`src/rtl/framebuffer_init_pkg.sv`:
```
// Shared constants for the framebuffer power-up clear logic.
// The state encoding is also consumed by the display controller.
package framebuffer_init_pkg;

  typedef enum logic [1:0] {
    FB_SETTLE = 2'd0,
    FB_CLEAR  = 2'd1,
    FB_DONE   = 2'd2
  } fb_state_e;

  // Width of the post-reset settle counter
  localparam int unsigned SETTLE_TIMER_WIDTH = 8;

  // The block reports busy in every state except the finished one
  function automatic logic fb_busy(input fb_state_e state);
    return (state != FB_DONE);
  endfunction

endpackage

```
`src/rtl/framebuffer_init_if.sv`:
```
// Write port between the framebuffer clearer and the memory arbiter.
interface framebuffer_init_if #(
  parameter int unsigned ADDR_WIDTH = 11,
  parameter int unsigned DATA_WIDTH = 16
);
  logic                  wr_en;
  logic [ADDR_WIDTH-1:0] wr_addr;
  logic [DATA_WIDTH-1:0] wr_data;
  logic                  wr_ready;

  modport master (output wr_en, output wr_addr, output wr_data, input wr_ready);
  modport slave  (input wr_en, input wr_addr, input wr_data, output wr_ready);
endinterface

```
`src/rtl/timeout_sync.sv`:
```
// Cycle timer: counts clock cycles while run is high and flags when the
// programmed number of cycles has elapsed. A value of zero is expired at once.
module timeout_sync #(
  parameter int unsigned COUNTER_WIDTH = 8
) (
  input  logic                     clk_in,
  input  logic                     reset,
  input  logic                     run,
  input  logic [COUNTER_WIDTH-1:0] value,
  output logic                     expired
);

  localparam logic [COUNTER_WIDTH-1:0] CNT_ZERO = {COUNTER_WIDTH{1'b0}};
  localparam logic [COUNTER_WIDTH-1:0] CNT_ONE  = {{(COUNTER_WIDTH-1){1'b0}}, 1'b1};

  logic [COUNTER_WIDTH-1:0] count_r;

  assign expired = (value == CNT_ZERO) || (count_r == (value - CNT_ONE));

  // Cycle counter: cleared when idle, saturates once the timeout is reached
  always_ff @(posedge clk_in or posedge reset) begin
    if (reset) begin
      count_r <= CNT_ZERO;
    end else if (!run) begin
      count_r <= CNT_ZERO;
    end else if (!expired) begin
      count_r <= count_r + CNT_ONE;
    end else begin
      count_r <= count_r;
    end
  end

endmodule

```
`src/rtl/framebuffer_init.sv`:
```
// Framebuffer initialiser: waits a settle period after reset, then sweeps
// every framebuffer address writing CLEAR_VALUE, and raises ready when done.
// A runtime re-clear can be requested once the first sweep has finished.
module framebuffer_init
  import framebuffer_init_pkg::*;
#(
  parameter int unsigned                 ADDR_WIDTH    = 11,
  parameter int unsigned                 DATA_WIDTH    = 16,
  parameter logic [DATA_WIDTH-1:0]       CLEAR_VALUE   = {DATA_WIDTH{1'b0}},
  parameter int unsigned                 SETTLE_CYCLES = 8
) (
  input  logic                clk_in,
  input  logic                reset,
  input  logic                start_clear,
  framebuffer_init_if.master  wr_bus,
  output logic                busy,
  output logic                ready,
  output logic                done_pulse
);

  localparam logic [ADDR_WIDTH-1:0] ADDR_ZERO = {ADDR_WIDTH{1'b0}};
  localparam logic [ADDR_WIDTH-1:0] ADDR_ONE  = {{(ADDR_WIDTH-1){1'b0}}, 1'b1};
  localparam logic [ADDR_WIDTH-1:0] ADDR_LAST = {ADDR_WIDTH{1'b1}};
  localparam logic [SETTLE_TIMER_WIDTH-1:0] SETTLE_VALUE =
    SETTLE_TIMER_WIDTH'(SETTLE_CYCLES);

  fb_state_e             state_r;
  fb_state_e             state_s;
  logic [ADDR_WIDTH-1:0] wr_addr_r;
  logic [ADDR_WIDTH-1:0] wr_addr_s;
  logic                  wr_en_r;
  logic                  busy_r;
  logic                  ready_r;
  logic                  done_pulse_r;
  logic                  done_pulse_s;
  logic                  settle_expired_s;
  logic                  write_fire_s;

  timeout_sync #(
    .COUNTER_WIDTH (SETTLE_TIMER_WIDTH)
  ) settle_timer (
    .clk_in  (clk_in),
    .reset   (reset),
    .run     (state_r == FB_SETTLE),
    .value   (SETTLE_VALUE),
    .expired (settle_expired_s)
  );

  assign write_fire_s = wr_en_r & wr_bus.wr_ready;

  // Next-state and next-address decode; address only moves on an accepted write
  always_comb begin
    state_s      = state_r;
    wr_addr_s    = wr_addr_r;
    done_pulse_s = 1'b0;
    case (state_r)
      FB_SETTLE: begin
        if (settle_expired_s) begin
          state_s   = FB_CLEAR;
          wr_addr_s = ADDR_ZERO;
        end else begin
          state_s   = FB_SETTLE;
        end
      end
      FB_CLEAR: begin
        if (write_fire_s) begin
          if (wr_addr_r == ADDR_LAST) begin
            // Last write accepted: a pending start_clear is deliberately ignored
            state_s      = FB_DONE;
            wr_addr_s    = ADDR_ZERO;
            done_pulse_s = 1'b1;
          end else begin
            wr_addr_s    = wr_addr_r + ADDR_ONE;
          end
        end else begin
          wr_addr_s = wr_addr_r;
        end
      end
      FB_DONE: begin
        wr_addr_s = ADDR_ZERO;
        if (start_clear) begin
          state_s = FB_CLEAR;
        end else begin
          state_s = FB_DONE;
        end
      end
      default: begin
        state_s   = FB_SETTLE;
        wr_addr_s = ADDR_ZERO;
      end
    endcase
  end

  // State and output registers; every output is a flop decoded from next state
  always_ff @(posedge clk_in or posedge reset) begin
    if (reset) begin
      state_r      <= FB_SETTLE;
      wr_addr_r    <= ADDR_ZERO;
      wr_en_r      <= 1'b0;
      busy_r       <= 1'b1;
      ready_r      <= 1'b0;
      done_pulse_r <= 1'b0;
    end else begin
      state_r      <= state_s;
      wr_addr_r    <= wr_addr_s;
      wr_en_r      <= (state_s == FB_CLEAR);
      busy_r       <= fb_busy(state_s);
      ready_r      <= (state_s == FB_DONE);
      done_pulse_r <= done_pulse_s;
    end
  end

  assign wr_bus.wr_en   = wr_en_r;
  assign wr_bus.wr_addr = wr_addr_r;
  assign wr_bus.wr_data = CLEAR_VALUE;
  assign busy           = busy_r;
  assign ready          = ready_r;
  assign done_pulse     = done_pulse_r;

endmodule

```
`src/flat_wrapper.sv`:
```
// flat-port wrapper written by rule: the top's interface ports become plain ports
module framebuffer_init_flat import framebuffer_init_pkg::*;
#(
  parameter int unsigned                 ADDR_WIDTH    = 11,
  parameter int unsigned                 DATA_WIDTH    = 16,
  parameter logic [DATA_WIDTH-1:0]       CLEAR_VALUE   = {DATA_WIDTH{1'b0}},
  parameter int unsigned                 SETTLE_CYCLES = 8
)
  (clk_in, reset, start_clear, busy, ready, done_pulse, wr_bus_wr_en, wr_bus_wr_addr, wr_bus_wr_data, wr_bus_wr_ready);
  framebuffer_init_if #(.ADDR_WIDTH(ADDR_WIDTH), .DATA_WIDTH(DATA_WIDTH)) wr_bus_i ();
  input  logic clk_in;
  input  logic reset;
  input  logic start_clear;
  output logic busy;
  output logic ready;
  output logic done_pulse;
  output wire logic [$bits(wr_bus_i.wr_en)-1:0] wr_bus_wr_en;
  output wire logic [$bits(wr_bus_i.wr_addr)-1:0] wr_bus_wr_addr;
  output wire logic [$bits(wr_bus_i.wr_data)-1:0] wr_bus_wr_data;
  input wire logic [$bits(wr_bus_i.wr_ready)-1:0] wr_bus_wr_ready;
  assign wr_bus_wr_en = wr_bus_i.wr_en;
  assign wr_bus_wr_addr = wr_bus_i.wr_addr;
  assign wr_bus_wr_data = wr_bus_i.wr_data;
  assign wr_bus_i.wr_ready = wr_bus_wr_ready;
  framebuffer_init #(.ADDR_WIDTH(ADDR_WIDTH), .DATA_WIDTH(DATA_WIDTH), .CLEAR_VALUE(CLEAR_VALUE), .SETTLE_CYCLES(SETTLE_CYCLES)) u_core (.clk_in(clk_in), .reset(reset), .start_clear(start_clear), .wr_bus(wr_bus_i), .busy(busy), .ready(ready), .done_pulse(done_pulse));
endmodule
```
`config.mk`:
```
export PLATFORM = sky130hd
export DESIGN_NAME = framebuffer_init_flat
export DESIGN_NICKNAME = d
export VERILOG_FILES = /design/src/rtl/framebuffer_init_pkg.sv /design/src/rtl/framebuffer_init_if.sv /design/src/rtl/timeout_sync.sv /design/src/rtl/framebuffer_init.sv /design/src/flat_wrapper.sv
export SDC_FILE = /design/constraint.sdc
export NUM_CORES = 1
export LEC_CHECK = 0
export CORE_ASPECT_RATIO = 0.8
export CORE_MARGIN = 5
export CORE_UTILIZATION = 35
export DETAILED_ROUTE_END_ITERATION = 8
export SETUP_SLACK_MARGIN = 0.4
export SYNTH_ARGS = -nofsm -noshare
export SYNTH_HDL_FRONTEND = slang
export SYNTH_SLANG_ARGS = --single-unit
export TNS_END_PERCENT = 10
```
`constraint.sdc`:
```
create_clock -name clk_in -period 2 [get_ports clk_in]
set_input_delay 0.5 -clock clk_in [delete_from_list [all_inputs] [get_ports clk_in]]
set_output_delay 0.5 -clock clk_in [all_outputs]
set_load 0.02 [all_outputs]
```
==> results of run 1 <==
## state kept, by name, indices dropped and copies added, names as in the netlist
register / cells
u_core.busy: 1
u_core.done_pulse: 1
u_core.ready: 1
u_core.settle_timer.count_r: 8
u_core.state_r: 2
u_core.wr_bus.wr_addr: 11
u_core.wr_bus.wr_en: 1
## power breakdown
group | switching, W | total [W] | internal [W]
combinational | 0.000541 | 0.000978 | 0.000437
sequential | 0.000153 | 0.000776 | 0.000623
clock | 0.000156 | 0.000298 | 0.000142
total | 0.000849 | 0.00205 | 0.00120
## layer usage
metal	routed length, microns	vias up
met3	181	6
met5	0	-
li1	-	533
met2	1320	51
met4	70	0
met1	1480	537
## logic make-up after synthesis
logic type,share of synthesized area (%)
and+or+nand+nor,23.7
AOI/OAI and AO/OA,11.9
DFF,45.3
buffers and inverters,11.8
xor gates and xnor gates,4.43
adders and majority gates,1.81
other,0.271
muxes,0.724
## what timing repair did
action | 4_1_cts | 5_1_grt
resized for setup | 0 | 34
hold endpoints to repair | 0 | 0
pin swaps | 0 | 5
setup endpoints to repair | 36 | 37
## metrics by stage
stage / instance area [sq um] / total power, W
floorplan: 1440 / 0.00131
global placement: 1620 / 0.00165
detailed placement: 1620 / 0.00167
CTS: 1660 / 0.00197
global route: 1760 / 0.00220
finish: 1760 / 0.00205
## Yosys cell counts, types with 2 or more instances
master,number
a31oi_1,2
and3_1,4
buf_4,16
clkbuf_1,5
dfrtp_1,24
ha_1,2
inv_1,2
nand2_1,11
nand2b_1,3
nand3_1,14
nand4_1,5
nor2_1,12
o21ai_0,8
o21ai_1,4
o22ai_1,2
or3_1,4
or4b_4,2
xnor2_1,2
xor2_1,5
## layout make-up
type / count / area, sq um / share of cell area (%)
Multi-Input combinational cell: 113 / 702 / 40.0
Sequential cell: 25 / 631 / 35.9
Timing Repair Buffer: 27 / 302 / 17.2
Tap cell: 55 / 68.8 / 3.92
Clock buffer: 4 / 45.0 / 2.57
Inverter: 2 / 7.51 / 0.428
## how the worst min path moves through the flow
stage                                   startpoint                              to  slack (ps)
floorplan           u_core.settle_timer.count_r[7]  u_core.settle_timer.count_r[7]         510
detailed placement       u_core.wr_bus.wr_addr[10]       u_core.wr_bus.wr_addr[10]         520
CTS                      u_core.wr_bus.wr_addr[10]       u_core.wr_bus.wr_addr[10]         530
finish                    u_core.wr_bus.wr_addr[4]        u_core.wr_bus.wr_addr[4]         550
global placement         u_core.wr_bus.wr_addr[10]       u_core.wr_bus.wr_addr[10]         510
global route              u_core.wr_bus.wr_addr[9]        u_core.wr_bus.wr_addr[9]         570
==> summary.txt, run 1 <==
Power and ir drop
  – Power density relative to cell area: 1170 nW/um^2
  – Largest vdd supply drop: 0.378 mV
  – Static leakage: 0.820 nW

Worst hold path
  – Kind of path behind the tightest hold check: flip-flop to flip-flop
  – Worst Hold Path Cells: 1

Clock network
  – Total setup buffers inserted after CTS: 0
  – Clock-pin slew on the worst setup and hold paths: 80 ps
  – Clock insertion delay at the later pin of the skew report: 270 ps
  – TritonCTS Buffers: 3
  – Count of clock tree sinks: 25
  – Clock H-tree levels: 1
  – Clock tree buffer depth: 2
  – Clock tree from TritonCTS: built
  – Total of hold buffers inserted after clock tree synthesis: 0
  – CTS Root Cell: clkbuf_8

Critical path
  – Register-to-register setup slack: 30 ps
  – Reg-to-reg endpoint: u_core.state_r[0]
  – Cells along the critical path: ha_2, or4b_4, or4b_4, o21a_1, o21ai_1
  – Data required, critical path: 2200 ps
  – CP bufs+invs: 0
  – Kind of launch point of the worst setup path: flip-flop
  – Worst setup EP type: flip-flop
  – Stages on worst setup path: 5
  – Max stage delay on crit path: 580 ps
  – Path type of the worst setup path: flip-flop to flip-flop
  – Source of the worst register-to-register timing path: u_core.settle_timer.count_r[1]
  – Crit-path most repeated cell: or4b_4
  – Start point of the critical path: u_core.settle_timer.count_r[1]
  – Critical path endpoint: u_core.state_r[0]
  – Crit path max-delay family: simple AND/OR/NAND/NOR gates
  – Worst reg-to-reg path cell count: 5
  – Largest fanout on the critical path: 6
  – Crit path max-delay cell type: or4b_4
  – CP arrival: 2170 ps

Global routing
  – Global-route total usage across every layer: 11.7%
  – First-pass GRT wire length: 4820 microns
  – GR met1 Demand/Resource: 16.5%
  – Vias in the first global route: 995
  – Largest net degree at the start of global routing: 26
  – Global routing usage on met3: 2.04%
  – Antenna violations before repair: 0
  – Total gr overflow: 0
  – GR peak layer: met2
  – Grt met2 use: 17.4%

Synth
  – Post-synthesis cell type with the largest combined area: dfrtp_1
  – Synth top area share: 43.4%
  – Flop and latch count out of synthesis: 25
  – Mapped Area: 1380 sq um
  – Number of cells produced by synthesis: 148
  – Dominant register cell in the synthesized netlist: dfrtp_1
  – Number of synthesized flops with an enable pin: 0
  – Share of synthesized area occupied by flip-flops and latches: 45.3%
  – Number of warning messages in the yosys log: 0
  – Post-synthesis cell type count: 40
  – Share of flip-flops with an asynchronous set or reset after synthesis: 100%
  – Top area cells in the synthesized netlist: dfrtp_1 43%, buf_4 8.7%, nand3_1 5.1%
  – Post-synthesis average cell area: 9.34 sq um

Die
  – Placeable core region: 3800 sq um
  – # IOs: 35
  – Starting density of the core: 36.3%
  – Die span in x: 80.3 microns
  – Standard-cell rows: 20
  – Area of the die: 5320 sq um
  – Vertical extent of the die: 66.2 microns

Flow run
  – Count of max-cap constraint violations: 0

Final layout
  – Proportion of layout cells with a drive suffix above 1: 18.7%
  – Final core area utilization: 46.2%
  – Top library cells by usage in the layout, fill and taps aside: 21 x dfrtp_1, 16 x conb_1, 15 x dlymetal6s2s_1
  – Layout overhead on the synthesized area: 27.0%
  – Number of antenna diodes: 0
  – Final Non-Filler Cells: 226
  – Most common cell after layout, fill and taps aside: dfrtp_1
  – Number of inserted filler cells in the final layout: 360
  – Final #Nets: 178

STA
  – Max-slew violation count: 0
  – FMAX: 0.508 GHz
  – Count of final hold-check violations: 0
  – Count of final setup violators: 0
  – RSZ-0062 raised after global routing: true
  – Crit share post-route: 98.5%
  – Final worst slack: 30.2 ps
  – Worst hold margin: 551 ps
  – Setup TNS after final layout: 0 ps
  – Final critical path time including I/O delays and setup: 1970 ps
  – Setup clock skew after layout: 3.16 ps

Placement
  – Worst Setup Slack post-DPL: 9.51 ps
  – Routability-driven placement congestion ratio: 0.785
  – DPL Wire Length: 2080 microns
  – Port Buffer Count: 18
  – Count of placed standard cells including taps: 222

Detailed routing
  – Number of violations reported at the end of detailed-routing iteration 0: 101
  – Via total after detailed routing: 1127
  – Antenna Nets Post-Route: 0
  – Routed wire per std cell: 13.5 microns
  – Via count normalized by instance count: 4.99
  – DRC violation count after routing: 0
  – First-pass detailed-route iteration total: 4
  – Final Routed Wirelength: 3050 microns

Outcome
  – Status: finished clean
(Power assumes the default switching activity.)
==> run 2, diff against run 1 <==
Settings changed: CAP_MARGIN from default to 0, GPL_TIMING_DRIVEN from default to 0.
==> summary.txt, run 2 (synthesis gave the netlist of run 1 again) <==
Outcome
  – Status: finished, violations left
  – Violations in the final reports: setup timing

Die
  – Area of the die: 5320 sq um (unchanged)
  – Placeable core region: 3800 sq um (unchanged)
  – # IOs: 35 (unchanged)
  – Starting density of the core: 36.3% (unchanged)
  – Vertical extent of the die: 66.2 microns (unchanged)
  – Standard-cell rows: 20 (unchanged)
  – Die span in x: 80.3 microns (unchanged)

Critical path
  – CP arrival: 2210 ps (+40 ps)
  – Path type of the worst setup path: flip-flop to flip-flop
  – Kind of launch point of the worst setup path: flip-flop
  – Data required, critical path: 2190 ps (about the same)
  – Worst setup EP type: flip-flop
  – Register-to-register setup slack: -20 ps (-50 ps)
  – Largest fanout on the critical path: 6 (unchanged)
  – Start point of the critical path: u_core.settle_timer.count_r[1]
  – Source of the worst register-to-register timing path: u_core.settle_timer.count_r[1]

Final layout
  – Top library cells by usage in the layout, fill and taps aside: 21 x dfrtp_1, 20 x buf_4, 16 x conb_1
  – Layout overhead on the synthesized area: 30.0%
  – Area of all sequential standard cells: 631 sq um (unchanged)
  – Final #Nets: 196 (+10%)
  – Number of inserted filler cells in the final layout: 376 (+4.4%)
  – Design Area, Final: 1800 sq um (+2.4%)
  – Total area of multi-input combinational cells: 676 sq um (-3.7%)
  – Most common cell after layout, fill and taps aside: dfrtp_1
  – Flip-flop count of the largest register, all copies and words added: 11 (unchanged)
  – Proportion of layout cells with a drive suffix above 1: 24.3% (+5.6 points)
  – Number of antenna diodes: 0 (unchanged)

Clock network
  – Count of clock tree sinks: 25 (unchanged)
  – Clock H-tree levels: 1 (unchanged)
  – CTS Root Cell: clkbuf_8
  – Clock insertion delay at the later pin of the skew report: 270 ps (about the same)
  – Total of hold buffers inserted after clock tree synthesis: 0 (unchanged)
  – Clock tree buffer depth: 2 (unchanged)
  – Clock tree from TritonCTS: built
  – Clock-pin slew on the worst setup and hold paths: 90 ps (about the same)
  – TritonCTS Buffers: 3 (unchanged)

STA
  – Final worst slack: -20.2 ps (-50.5 ps)
  – RSZ-0062 raised after global routing: true
  – FMAX: 0.495 GHz (-2.5%)
  – Count of final setup violators: 2 (+2)
  – Setup TNS after final layout: -32.2 ps (-32.2 ps)
  – Count of final hold-check violations: 0 (unchanged)
  – Headroom to the max-slew limit: 63.4%
  – Max-slew violation count: 0 (unchanged)
  – Setup clock skew after layout: 8.64 ps (+5.47 ps)
  – Crit share post-route: 101% (+2.5 points)
  – Final critical path time including I/O delays and setup: 2020 ps (+50.5 ps)
  – Slew at the pin closest to its max-slew limit: 547 ps

Worst hold path
  – Startpoint of the tightest hold check path: u_core.wr_bus.wr_addr[10]
  – Kind of path behind the tightest hold check: flip-flop to flip-flop

Detailed routing
  – Routed wire per std cell: 12.6 microns (-7.0%)
  – Number of violations reported at the end of detailed-routing iteration 0: 104 (+3.0%)
  – Via total after detailed routing: 1156 (+2.6%)
  – Via count normalized by instance count: 4.74 (-5.0%)
  – First-pass detailed-route iteration total: 4 (unchanged)
  – Final Routed Wirelength: 3060 microns (+0.43%)
  – Antenna Nets Post-Route: 0 (unchanged)
  – DRC violation count after routing: 0 (unchanged)

Global routing
  – GR peak layer: met2
  – Total gr overflow: 0 (unchanged)
  – Grt met2 use: 18.4% (+1.0 points)
  – GR met1 Demand/Resource: 16.5% (+0.042 points)
  – Antenna violations before repair: 0 (unchanged)
  – Global-route total usage across every layer: 11.9% (+0.28 points)
  – Global routing usage on met3: 2.59% (+0.54 points)
  – Largest net degree at the start of global routing: 26 (unchanged)
  – Vias in the first global route: 1051 (+5.6%)
  – First-pass GRT wire length: 4970 microns (+3.1%)

Power and ir drop
  – Power density relative to cell area: 1080 nW/um^2 (-7.4%)
  – Static leakage: 0.805 nW (-1.9%)
  – Largest vdd supply drop: 0.520 mV (+38%)
  – Total design power: 0.00195 W (-5.2%)

Placement
  – Placed instance area: 1690 sq um (+4.6%)
  – DPL Wire Length: 2180 microns (+4.8%)
  – Routability-driven placement congestion ratio: 0.807 (+2.8%)
  – Port Buffer Count: 18 (unchanged)
  – Worst Setup Slack post-DPL: -161 ps (-171 ps)

Flow run
  – Count of max-cap constraint violations: 0 (unchanged)
[run 2: changes by cell type in the layout (fill, tap and decap cells not counted), moves of 2 or more]
cell            before  now
dlygate4sd2_1        0   12
clkbuf_2             0    4
buf_4                7   20
o21ai_0              4    7
dlymetal6s2s_1      15    0
buf_6                1    3
o21ai_1              7    5
[run 2: where the power goes]
group | leakage [nW] | total [W] | switching (W) | internal (W)
Combinational | 0.483 | 0.000880 | 0.000510 | 0.000371
Sequential | 0.299 | 0.000767 | 0.000144 | 0.000623
Clock | 0.0228 | 0.000298 | 0.000156 | 0.000142
[run 2: worst paths after layout]
check / end / cells past startpoint
worst max-delay path: u_core.state_r[0] / 6
worst min-delay path: u_core.wr_bus.wr_addr[10] / 1
worst max register to register: u_core.state_r[0] / 6
worst min register to register: u_core.wr_bus.wr_addr[10] / 1
max in group asynchronous: u_core.busy / 2
min in group asynchronous: u_core.settle_timer.count_r[2] / 2
[run 2: critical path, stage by stage (launching register included)]
cell	delay [ps]
dfrtp_1	360
ha_2	180
or4b_4	460
or4b_4	520
buf_6	150
o21a_1	170
o21ai_1	110
[run 2: layout make-up]
class | count | share of cell area (%)
flip-flops and latches | 25 | 35.1
plain buffers | 23 | 10.1
inverters | 2 | 0.626
well taps | 55 | 3.83
repair buffers | 22 | 10.3
multi-input cells | 113 | 37.6
clock buffers | 4 | 2.51
[run 2: through the flow]
stage,std cells,util [%],hold WS [ps]
floorplan,163,-,507
global placement,236,44.4,511
detailed placement,236,44.4,532
CTS,243,46.5,543
global route,244,47.3,581
finish,244,47.3,541
[run 2: routing by layer]
layer  up-vias  part of all wire [%]  wire [microns]
li1        576                     -               -
met1       541                    48            1460
met2        35                    44            1360
met3         4                   6.0             184
met4         0                   1.8              55
met5         -                     0               0
[run 2: timing repair]
item,in CTS,in global routing
endpoints found under the setup margin,37,49
pin swaps,1,3
buffers inserted,3,1
resized for setup,28,12
